### src/rtl/multicycle_control_unit_if.sv
// Control-unit bundle for the multicycle MIPS core.
// The control unit is the master: it receives the instruction fields and Zero, and drives every datapath select and strobe.
interface multicycle_control_unit_if #(
  parameter int STATE_W = 4
);
  logic [5:0]         Op;
  logic [5:0]         Funct;
  logic               Zero;
  logic               IorD;
  logic               MemWrite;
  logic               IRWrite;
  logic               RegDst;
  logic               MemtoReg;
  logic               RegWrite;
  logic               ALUSrcA;
  logic [1:0]         ALUSrcB;
  logic [2:0]         ALUControl;
  logic [1:0]         PCSrc;
  logic               PCEn;
  logic               IllegalInstr;
  logic [STATE_W-1:0] State;

  modport master (
    input  Op, Funct, Zero,
    output IorD, MemWrite, IRWrite, RegDst, MemtoReg, RegWrite, ALUSrcA,
           ALUSrcB, ALUControl, PCSrc, PCEn, IllegalInstr, State
  );

  modport slave (
    output Op, Funct, Zero,
    input  IorD, MemWrite, IRWrite, RegDst, MemtoReg, RegWrite, ALUSrcA,
           ALUSrcB, ALUControl, PCSrc, PCEn, IllegalInstr, State
  );
endinterface

### src/rtl/multicycle_control_unit.sv
// Main control FSM of the multicycle MIPS core.
// Moore outputs are registered alongside the state. Strobes are gated by RST, so a reset never leaves a write pending.
module multicycle_control_unit #(
  parameter int STATE_W = 4
) (
  input logic                        CLK,
  input logic                        RST,
  multicycle_control_unit_if.master  bus
);
  typedef enum logic [3:0] {
    S_FETCH   = 4'd0,
    S_DECODE  = 4'd1,
    S_MEMADR  = 4'd2,
    S_MEMRD   = 4'd3,
    S_MEMWB   = 4'd4,
    S_MEMWR   = 4'd5,
    S_EXECUTE = 4'd6,
    S_ALUWB   = 4'd7,
    S_BRANCH  = 4'd8,
    S_ADDIEX  = 4'd9,
    S_ADDIWB  = 4'd10,
    S_JUMP    = 4'd11
  } state_t;

  localparam logic [5:0] OP_RTYPE = 6'b000000;
  localparam logic [5:0] OP_LW    = 6'b100011;
  localparam logic [5:0] OP_SW    = 6'b101011;
  localparam logic [5:0] OP_BEQ   = 6'b000100;
  localparam logic [5:0] OP_ADDI  = 6'b001000;
  localparam logic [5:0] OP_J     = 6'b000010;

  typedef struct packed {
    logic       iord;
    logic       mem_write;
    logic       ir_write;
    logic       reg_dst;
    logic       mem_to_reg;
    logic       reg_write;
    logic       alu_src_a;
    logic [1:0] alu_src_b;
    logic [2:0] alu_control;
    logic [1:0] pc_src;
    logic       pc_write;
    logic       branch;
  } ctrl_t;

  logic [STATE_W-1:0] state;
  logic [STATE_W-1:0] nxt;
  ctrl_t              ctrl;

  function automatic logic [2:0] funct_alu(input logic [5:0] f);
    case (f)
      6'b100000: return 3'b010;
      6'b100010: return 3'b100;
      6'b100100: return 3'b000;
      6'b100101: return 3'b001;
      6'b101010: return 3'b110;
      6'b011000: return 3'b101;
      default:   return 3'b011;
    endcase
  endfunction

  function automatic logic legal_op(input logic [5:0] op);
    case (op)
      OP_RTYPE, OP_LW, OP_SW, OP_BEQ, OP_ADDI, OP_J: return 1'b1;
      default:                                       return 1'b0;
    endcase
  endfunction

  // Output word the FSM presents while sitting in state st
  function automatic ctrl_t ctrl_for(input logic [STATE_W-1:0] st, input logic [5:0] f);
    ctrl_t c;
    c = '0;
    case (st)
      S_FETCH: begin
        c.alu_src_b   = 2'b01;
        c.alu_control = 3'b010;
        c.ir_write    = 1'b1;
        c.pc_write    = 1'b1;
      end
      S_DECODE: begin
        c.alu_src_b   = 2'b11;
        c.alu_control = 3'b010;
      end
      S_MEMADR, S_ADDIEX: begin
        c.alu_src_a   = 1'b1;
        c.alu_src_b   = 2'b10;
        c.alu_control = 3'b010;
      end
      S_MEMRD: c.iord = 1'b1;
      S_MEMWR: begin
        c.iord      = 1'b1;
        c.mem_write = 1'b1;
      end
      S_MEMWB: begin
        c.mem_to_reg = 1'b1;
        c.reg_write  = 1'b1;
      end
      S_EXECUTE: begin
        c.alu_src_a   = 1'b1;
        c.alu_control = funct_alu(f);
      end
      S_ALUWB: begin
        c.reg_dst   = 1'b1;
        c.reg_write = 1'b1;
      end
      S_ADDIWB: c.reg_write = 1'b1;
      S_BRANCH: begin
        c.alu_src_a   = 1'b1;
        c.alu_control = 3'b100;
        c.pc_src      = 2'b01;
        c.branch      = 1'b1;
      end
      S_JUMP: begin
        c.pc_src   = 2'b10;
        c.pc_write = 1'b1;
      end
      default: c = '0;
    endcase
    return c;
  endfunction

  always_comb begin
    nxt = S_FETCH;
    case (state)
      S_FETCH: nxt = S_DECODE;
      S_DECODE: begin
        case (bus.Op)
          OP_LW, OP_SW: nxt = S_MEMADR;
          OP_RTYPE:     nxt = S_EXECUTE;
          OP_BEQ:       nxt = S_BRANCH;
          OP_ADDI:      nxt = S_ADDIEX;
          OP_J:         nxt = S_JUMP;
          default:      nxt = S_FETCH;
        endcase
      end
      S_MEMADR:  nxt = (bus.Op == OP_SW) ? S_MEMWR : S_MEMRD;
      S_MEMRD:   nxt = S_MEMWB;
      S_EXECUTE: nxt = S_ALUWB;
      S_ADDIEX:  nxt = S_ADDIWB;
      default:   nxt = S_FETCH;
    endcase
  end

  // Funct only matters when entering EXECUTE, i.e. it is sampled in DECODE while the IR is held
  always_ff @(posedge CLK or negedge RST) begin
    if (!RST) begin
      state <= S_FETCH;
      ctrl  <= ctrl_for(S_FETCH, 6'b000000);
    end else begin
      state <= nxt;
      ctrl  <= ctrl_for(nxt, bus.Funct);
    end
  end

  assign bus.IorD         = ctrl.iord;
  assign bus.MemWrite     = ctrl.mem_write & RST;
  assign bus.IRWrite      = ctrl.ir_write & RST;
  assign bus.RegDst       = ctrl.reg_dst;
  assign bus.MemtoReg     = ctrl.mem_to_reg;
  assign bus.RegWrite     = ctrl.reg_write & RST;
  assign bus.ALUSrcA      = ctrl.alu_src_a;
  assign bus.ALUSrcB      = ctrl.alu_src_b;
  assign bus.ALUControl   = ctrl.alu_control;
  assign bus.PCSrc        = ctrl.pc_src;
  assign bus.PCEn         = RST & (ctrl.pc_write | (ctrl.branch & bus.Zero));
  assign bus.IllegalInstr = RST & (state == S_DECODE) & ~legal_op(bus.Op);
  assign bus.State        = state;
endmodule

### src/flat_wrapper.sv
// flat-port wrapper written by rule: the top's interface ports become plain ports
module multicycle_control_unit_flat 
#(
  parameter int STATE_W = 4
)
  (CLK, RST, bus_Op, bus_Funct, bus_Zero, bus_IorD, bus_MemWrite, bus_IRWrite, bus_RegDst, bus_MemtoReg, bus_RegWrite, bus_ALUSrcA, bus_ALUSrcB, bus_ALUControl, bus_PCSrc, bus_PCEn, bus_IllegalInstr, bus_State);
  multicycle_control_unit_if #(.STATE_W(STATE_W)) bus_i ();
  input logic CLK;
  input logic RST;
  input wire logic [$bits(bus_i.Op)-1:0] bus_Op;
  input wire logic [$bits(bus_i.Funct)-1:0] bus_Funct;
  input wire logic [$bits(bus_i.Zero)-1:0] bus_Zero;
  output wire logic [$bits(bus_i.IorD)-1:0] bus_IorD;
  output wire logic [$bits(bus_i.MemWrite)-1:0] bus_MemWrite;
  output wire logic [$bits(bus_i.IRWrite)-1:0] bus_IRWrite;
  output wire logic [$bits(bus_i.RegDst)-1:0] bus_RegDst;
  output wire logic [$bits(bus_i.MemtoReg)-1:0] bus_MemtoReg;
  output wire logic [$bits(bus_i.RegWrite)-1:0] bus_RegWrite;
  output wire logic [$bits(bus_i.ALUSrcA)-1:0] bus_ALUSrcA;
  output wire logic [$bits(bus_i.ALUSrcB)-1:0] bus_ALUSrcB;
  output wire logic [$bits(bus_i.ALUControl)-1:0] bus_ALUControl;
  output wire logic [$bits(bus_i.PCSrc)-1:0] bus_PCSrc;
  output wire logic [$bits(bus_i.PCEn)-1:0] bus_PCEn;
  output wire logic [$bits(bus_i.IllegalInstr)-1:0] bus_IllegalInstr;
  output wire logic [$bits(bus_i.State)-1:0] bus_State;
  assign bus_i.Op = bus_Op;
  assign bus_i.Funct = bus_Funct;
  assign bus_i.Zero = bus_Zero;
  assign bus_IorD = bus_i.IorD;
  assign bus_MemWrite = bus_i.MemWrite;
  assign bus_IRWrite = bus_i.IRWrite;
  assign bus_RegDst = bus_i.RegDst;
  assign bus_MemtoReg = bus_i.MemtoReg;
  assign bus_RegWrite = bus_i.RegWrite;
  assign bus_ALUSrcA = bus_i.ALUSrcA;
  assign bus_ALUSrcB = bus_i.ALUSrcB;
  assign bus_ALUControl = bus_i.ALUControl;
  assign bus_PCSrc = bus_i.PCSrc;
  assign bus_PCEn = bus_i.PCEn;
  assign bus_IllegalInstr = bus_i.IllegalInstr;
  assign bus_State = bus_i.State;
  multicycle_control_unit #(.STATE_W(STATE_W)) u_core (.CLK(CLK), .RST(RST), .bus(bus_i));
endmodule
### config.mk
export PLATFORM = sky130hd
export DESIGN_NAME = multicycle_control_unit_flat
export DESIGN_NICKNAME = d
export VERILOG_FILES = /design/src/rtl/multicycle_control_unit_if.sv /design/src/rtl/multicycle_control_unit.sv /design/src/flat_wrapper.sv
export SDC_FILE = /design/constraint.sdc
export NUM_CORES = 1
export LEC_CHECK = 0
export ABC_AREA = 1
export CAP_MARGIN = 25
export CORE_UTILIZATION = 50
export DETAILED_ROUTE_END_ITERATION = 12
export PLACE_DENSITY = 0.83
export RECOVER_POWER = 50
export SYNTH_ARGS = -nofsm -noshare
export SYNTH_HDL_FRONTEND = slang
export SYNTH_SLANG_ARGS = --single-unit
### constraint.sdc
create_clock -name CLK -period 3.7 [get_ports CLK]
set_clock_uncertainty 0.1 [all_clocks]
set_input_delay 0.74 -clock CLK [delete_from_list [all_inputs] [get_ports CLK]]
set_output_delay 0.74 -clock CLK [all_outputs]
set_load 0.02 [all_outputs]
# Word-level counts from Yosys, hierarchy flattened

Cells that the tools add are included.

Logic and storage cells: 77
Register bits after elaboration: 20

Equal/unequal tests: 27
Muxes and demuxes: 17
Bitwise logic cells: 9
Reductions and logical operators: 11

Operators by type and width:

| cell                                                             | number |
|---|---|
| 6-bit == test (second input constant)                            | 7 |
| 4-bit one-hot mux with 6 select lines                            | 1 |
| 4-bit by 3-bit == test with 1-bit output (second input constant) | 5 |
| 4-bit == test (second input constant)                            | 5 |
| 4-bit one-hot mux with 5 select lines                            | 1 |
| 3-bit one-hot mux with 6 select lines                            | 1 |
| 4-bit by 2-bit == test with 1-bit output (second input constant) | 4 |
| 1-bit two-way mux                                                | 10 |
| 3-bit one-hot mux with 3 select lines                            | 1 |
| 4-bit by 1-bit == test with 1-bit output (second input constant) | 2 |
| 4-bit logical NOT                                                | 2 |
| 2-bit OR reduction                                               | 4 |
| 4-bit OR reduction                                               | 2 |
| 1-bit bitwise AND                                                | 7 |
| 6-bit by 2-bit == test with 1-bit output (second input constant) | 1 |
| 6-bit by 3-bit == test with 1-bit output (second input constant) | 1 |
| 6-bit by 4-bit == test with 1-bit output (second input constant) | 1 |
| 6-bit by 5-bit == test with 1-bit output (second input constant) | 1 |
| 6-bit logical NOT                                                | 1 |
| 2-bit one-hot mux with 3 select lines                            | 1 |
| 6-bit OR reduction                                               | 1 |
| 2-bit one-hot mux with 2 select lines                            | 1 |
| 3-bit two-way mux                                                | 1 |
| 3-bit OR reduction                                               | 1 |
| 2 further kinds                                                  | 2 |

# Logic depth before layout (Yosys ltp)

Depth after elaboration: 7
Depth in mapped cells: 11
Depth with buffers taken out: 11

# Worst setup path after synthesis

Ideal clock, no wire load.

Path type: input to output
Start point: input port bus_Op[0]
End point: output port bus_IllegalInstr
Data required time: 2.860 ns
Setup slack: 1.536 ns
Data arrival time: 1.324 ns
Stages: 5
Path buffers: 0
Cell sequence: nand2_1 -> inv_1 -> nand3_1 -> nand3_2 -> nor2_1

Longest elaborated chain between the ends: 5

RTL lines:

| what                                        | line                           | text |
|---|---|---|
| start: declaration                          | flat_wrapper.sv:10             | `input wire logic [$bits(bus_i.Op)-1:0] bus_Op;` |
| 6-bit == test, or another cell as far along | multicycle_control_unit.sv:64  | `case (op)` |
| 6-bit OR reduction (*)                      | multicycle_control_unit.sv:64  |  |
| 1-bit two-way mux (*)                       | multicycle_control_unit.sv:64  |  |
| 1-bit NOT (*)                               | multicycle_control_unit.sv:167 | `assign bus.IllegalInstr = RST & (state == S_DECODE) & ~legal_op(bus.Op);` |
| 1-bit bitwise AND (*)                       | multicycle_control_unit.sv:167 |  |
| end: declaration                            | flat_wrapper.sv:24             | `output wire logic [$bits(bus_i.IllegalInstr)-1:0] bus_IllegalInstr;` |

Mark *: on every way between the ends. The rest lies on a longest branch, timed or not.

# Worst setup path after layout

Start point: input port RST
End point: output port bus_PCEn

Longest elaborated chain between the ends: 1

RTL lines:

| what               | line                           | text |
|---|---|---|
| start: declaration | flat_wrapper.sv:9              | `input logic RST;` |
| 1-bit bitwise AND  | multicycle_control_unit.sv:166 | `assign bus.PCEn = RST & (ctrl.pc_write \| (ctrl.branch & bus.Zero));` |
| end: declaration   | flat_wrapper.sv:23             | `output wire logic [$bits(bus_i.PCEn)-1:0] bus_PCEn;` |

Every way passes these cells.

==> impl_metrics.toml <==
[global_route]
antenna_found_initial = 0
grtUsageMet3 = 0.0268
busiest_layer = "met2"
grt_use_met2 = 0.423
use_met1 = 0.306
grt_max_degree = 22
grtUsageTotal = 0.241
grt_pass1_vias = 1023
grt-ovfl-total = 0
grt_pass1_wl_um = 4600

[timing]
min_period_ns = 3.24
grt_setup_unrepaired = "no"
slew_violations = 0
setup_viol = 0
hold_viol_final = 0
fin_crit_sh = 0.876
slew_headroom = 0.819
max_freq_mhz = 308
worstMarginPinSlew_ns = 0.270
tns_ns = 0

[detailed_routing]
antenna_left = 0
num_vias = 1124
wl_um = 2630
dr.pass1.iters = 5
first_iter_violations = 31
post_drt_wl_per_cell_um = 12.1
vias_per_cell = 5.16
drc = 0

[clock_network]
post_cts_buffers = 0
clockBufferDepth = 2
post_cts_resized = 0
numClockSinks = 19
ctsHoldBuffers = 0
cts_tree = "yes"
clkLatencyLatePin_ns = 0.30
cts-root-buf = "clkbuf_4"
path_clk_slew_ns = 0.11
cts_buffers = 3
htreeDepth = 1

[status]
status = "complete, no violations"

[finish]
nets = 206
diodes = 0
final-seq-area_um2 = 480
stdcell_count = 218
nFillCells = 185
multi_input_area_um2 = 529
area_growth_pct = 27.5
drive_gt1_frac = 0.174
final_area_mm2 = 0.00155

[die]
initial_core_util = 0.540
rows = 17
io_pins = 35
die_y_um = 51.3
core_mm2 = 0.00225
die_w_um = 51.3
die_area_mm2 = 0.00264

[place]
dp_hpwl_um = 2180
dpl_cell_area_mm2 = 0.00156
place_inst = 214
portBuffers = 34
gp_congestion = 0.847

[pwr]
p_total_mw = 0.871
ir_worst_vdd_v = 0.000369
powerDensity_mw_per_mm2 = 561
power_leakage_nw = 0.872

[yosys]
syn_area_mm2 = 0.00122
syn-mean-instance-area_um2 = 7.71
syn_inst = 158
yosysUniqueCellTypes = 22
synth-seq-area-share = 0.395
syn-num-nets = 173
ys_ff_latch = 19
yosys_warnings = 0

[critical_path]
crit_chain = "dlygate4sd3_1 -> buf_12 -> inv_1 -> nor2_1 -> clkdlybuf4s50_1"
slowest_delay_ns = 0.69
critPathKind = "in2out"
r2r-start = "u_core.bus.State[2]"
end_kind = "output port"
worst-r2r-setup-slack_ns = 1.83
critPathLaunch = "RST"
critPathMaxFanout = 21
reg2reg_depth = 11
r2r_end = "u_core.bus.ALUSrcB[1]"
crit_end = "bus_PCEn"
start_kind = "input pin"
crit_required_ns = 2.86
critPathSlowestCell = "dlygate4sd3_1"
arrival_ns = 2.40

[job]
maxCapViolCount = 0

[hold_path]
hold_class = "reg2reg"
-- kinds of logic after synthesis --
kind of cell           Yosys count  synth area share
AOI/OAI and AO/OA                9            0.0493
DFF                             19             0.395
and+or+nand+nor                 91             0.414
buffers and inverters           39             0.142
-- worst min path at each step --
stage / startpoint / end / cells after the start
floorplan: RST / u_core.bus.ALUControl[0] / 0
global placement: u_core.bus.State[1] / u_core.bus.RegDst / 2
detailed placement: u_core.bus.State[1] / u_core.bus.RegDst / 2
CTS: RST / u_core.bus.IorD / 1
global route: u_core.bus.State[1] / u_core.bus.RegDst / 2
finish: u_core.bus.State[1] / u_core.bus.RegDst / 2
-- layout make-up --
cell class                      instances  share of cell area
Clock buffer                            3              0.0145
Clock inverter                          1             0.00322
Inverter                               32              0.0774
Multi-Input combinational cell        100               0.341
Sequential cell                        19               0.309
Tap cell                               28              0.0226
Timing Repair Buffer                   35               0.232
-- sequential cells by signal, summed over array words and instances, names as in the netlist --
signal                 cells
u_core.bus.ALUSrcA         1
u_core.bus.ALUSrcB         2
u_core.bus.MemtoReg        1
u_core.bus.ALUControl      3
u_core.bus.IorD            1
u_core.bus.State           4
u_core.ctrl                5
u_core.bus.RegDst          1
u_core.bus.PCSrc           1
-- metal layers --
layer  routed length (um)  part of all wire  vias to the layer above
li1                     -                 -                      549
met1                 1110              0.42                      524
met2                 1370              0.52                       46
met3                  114             0.043                        5
met4                   40             0.015                        0
met5                    0                 0                        -
-- report_power, final --
| part | internal [mW] | total [mW] | leakage (nW) | switching [mW] |
|---|---|---|---|---|
| clock | 0.0403 | 0.106 | 0.0177 | 0.0656 |
| sequential | 0.271 | 0.304 | 0.246 | 0.0328 |
| combinational | 0.182 | 0.462 | 0.608 | 0.280 |
-- Yosys cell counts --
library cell	n	area [um^2]
a21oi_1	4	20.0
a21oi_4	1	16.3
a31oi_1	1	6.26
buf_4	7	52.6
dfrtp_1	15	375
dfstp_2	4	105
inv_1	26	97.6
inv_2	6	22.5
nand2_1	27	101
nand2_2	7	43.8
nand2_4	2	22.5
nand3_1	12	60.1
nand3_2	5	50.1
nand3b_4	1	20.0
nand4_1	5	31.3
nor2_1	21	78.8
nor2_2	6	37.5
nor2_4	3	33.8
nor2_8	1	20.0
nor3_1	1	5.00
o21ai_0	2	10.0
o31ai_1	1	7.51
-- placed cells by master (no fill, tap or decap) --
cell             count
a21oi_4              1
nand3_1             13
nand3_2              4
clkbuf_4             3
dfstp_2              4
clkdlybuf4s50_1     31
nor2_1              24
nor3_1               1
buf_12               1
a21oi_1              4
nand2_2              6
dfrtp_1             15
dlygate4sd3_1        3
inv_2                5
inv_1               27
nand4_1              5
o21ai_0              2
a31oi_1              1
nor2_2               4
o31ai_1              1
nor2_4               2
clkinv_2             1
nand2_1             30
nand3b_4             1
nor2_8               1
-- worst max-delay path, delay by kind of cell --
kind                   cells  cell delay, ns
buffers and inverters      4            1.57
AND/OR/NAND/NOR            1            0.09
-- through the flow --
stage	hold slack [ns]	utilization	worst slack, ns
finish	0.562	0.689	0.458
detailed placement	0.538	0.692	0.511
global placement	0.516	0.692	0.556
global route	0.585	0.689	0.317
floorplan	0.344	-	1.54
CTS	0.558	0.704	0.514
(Power assumes the default switching activity.)
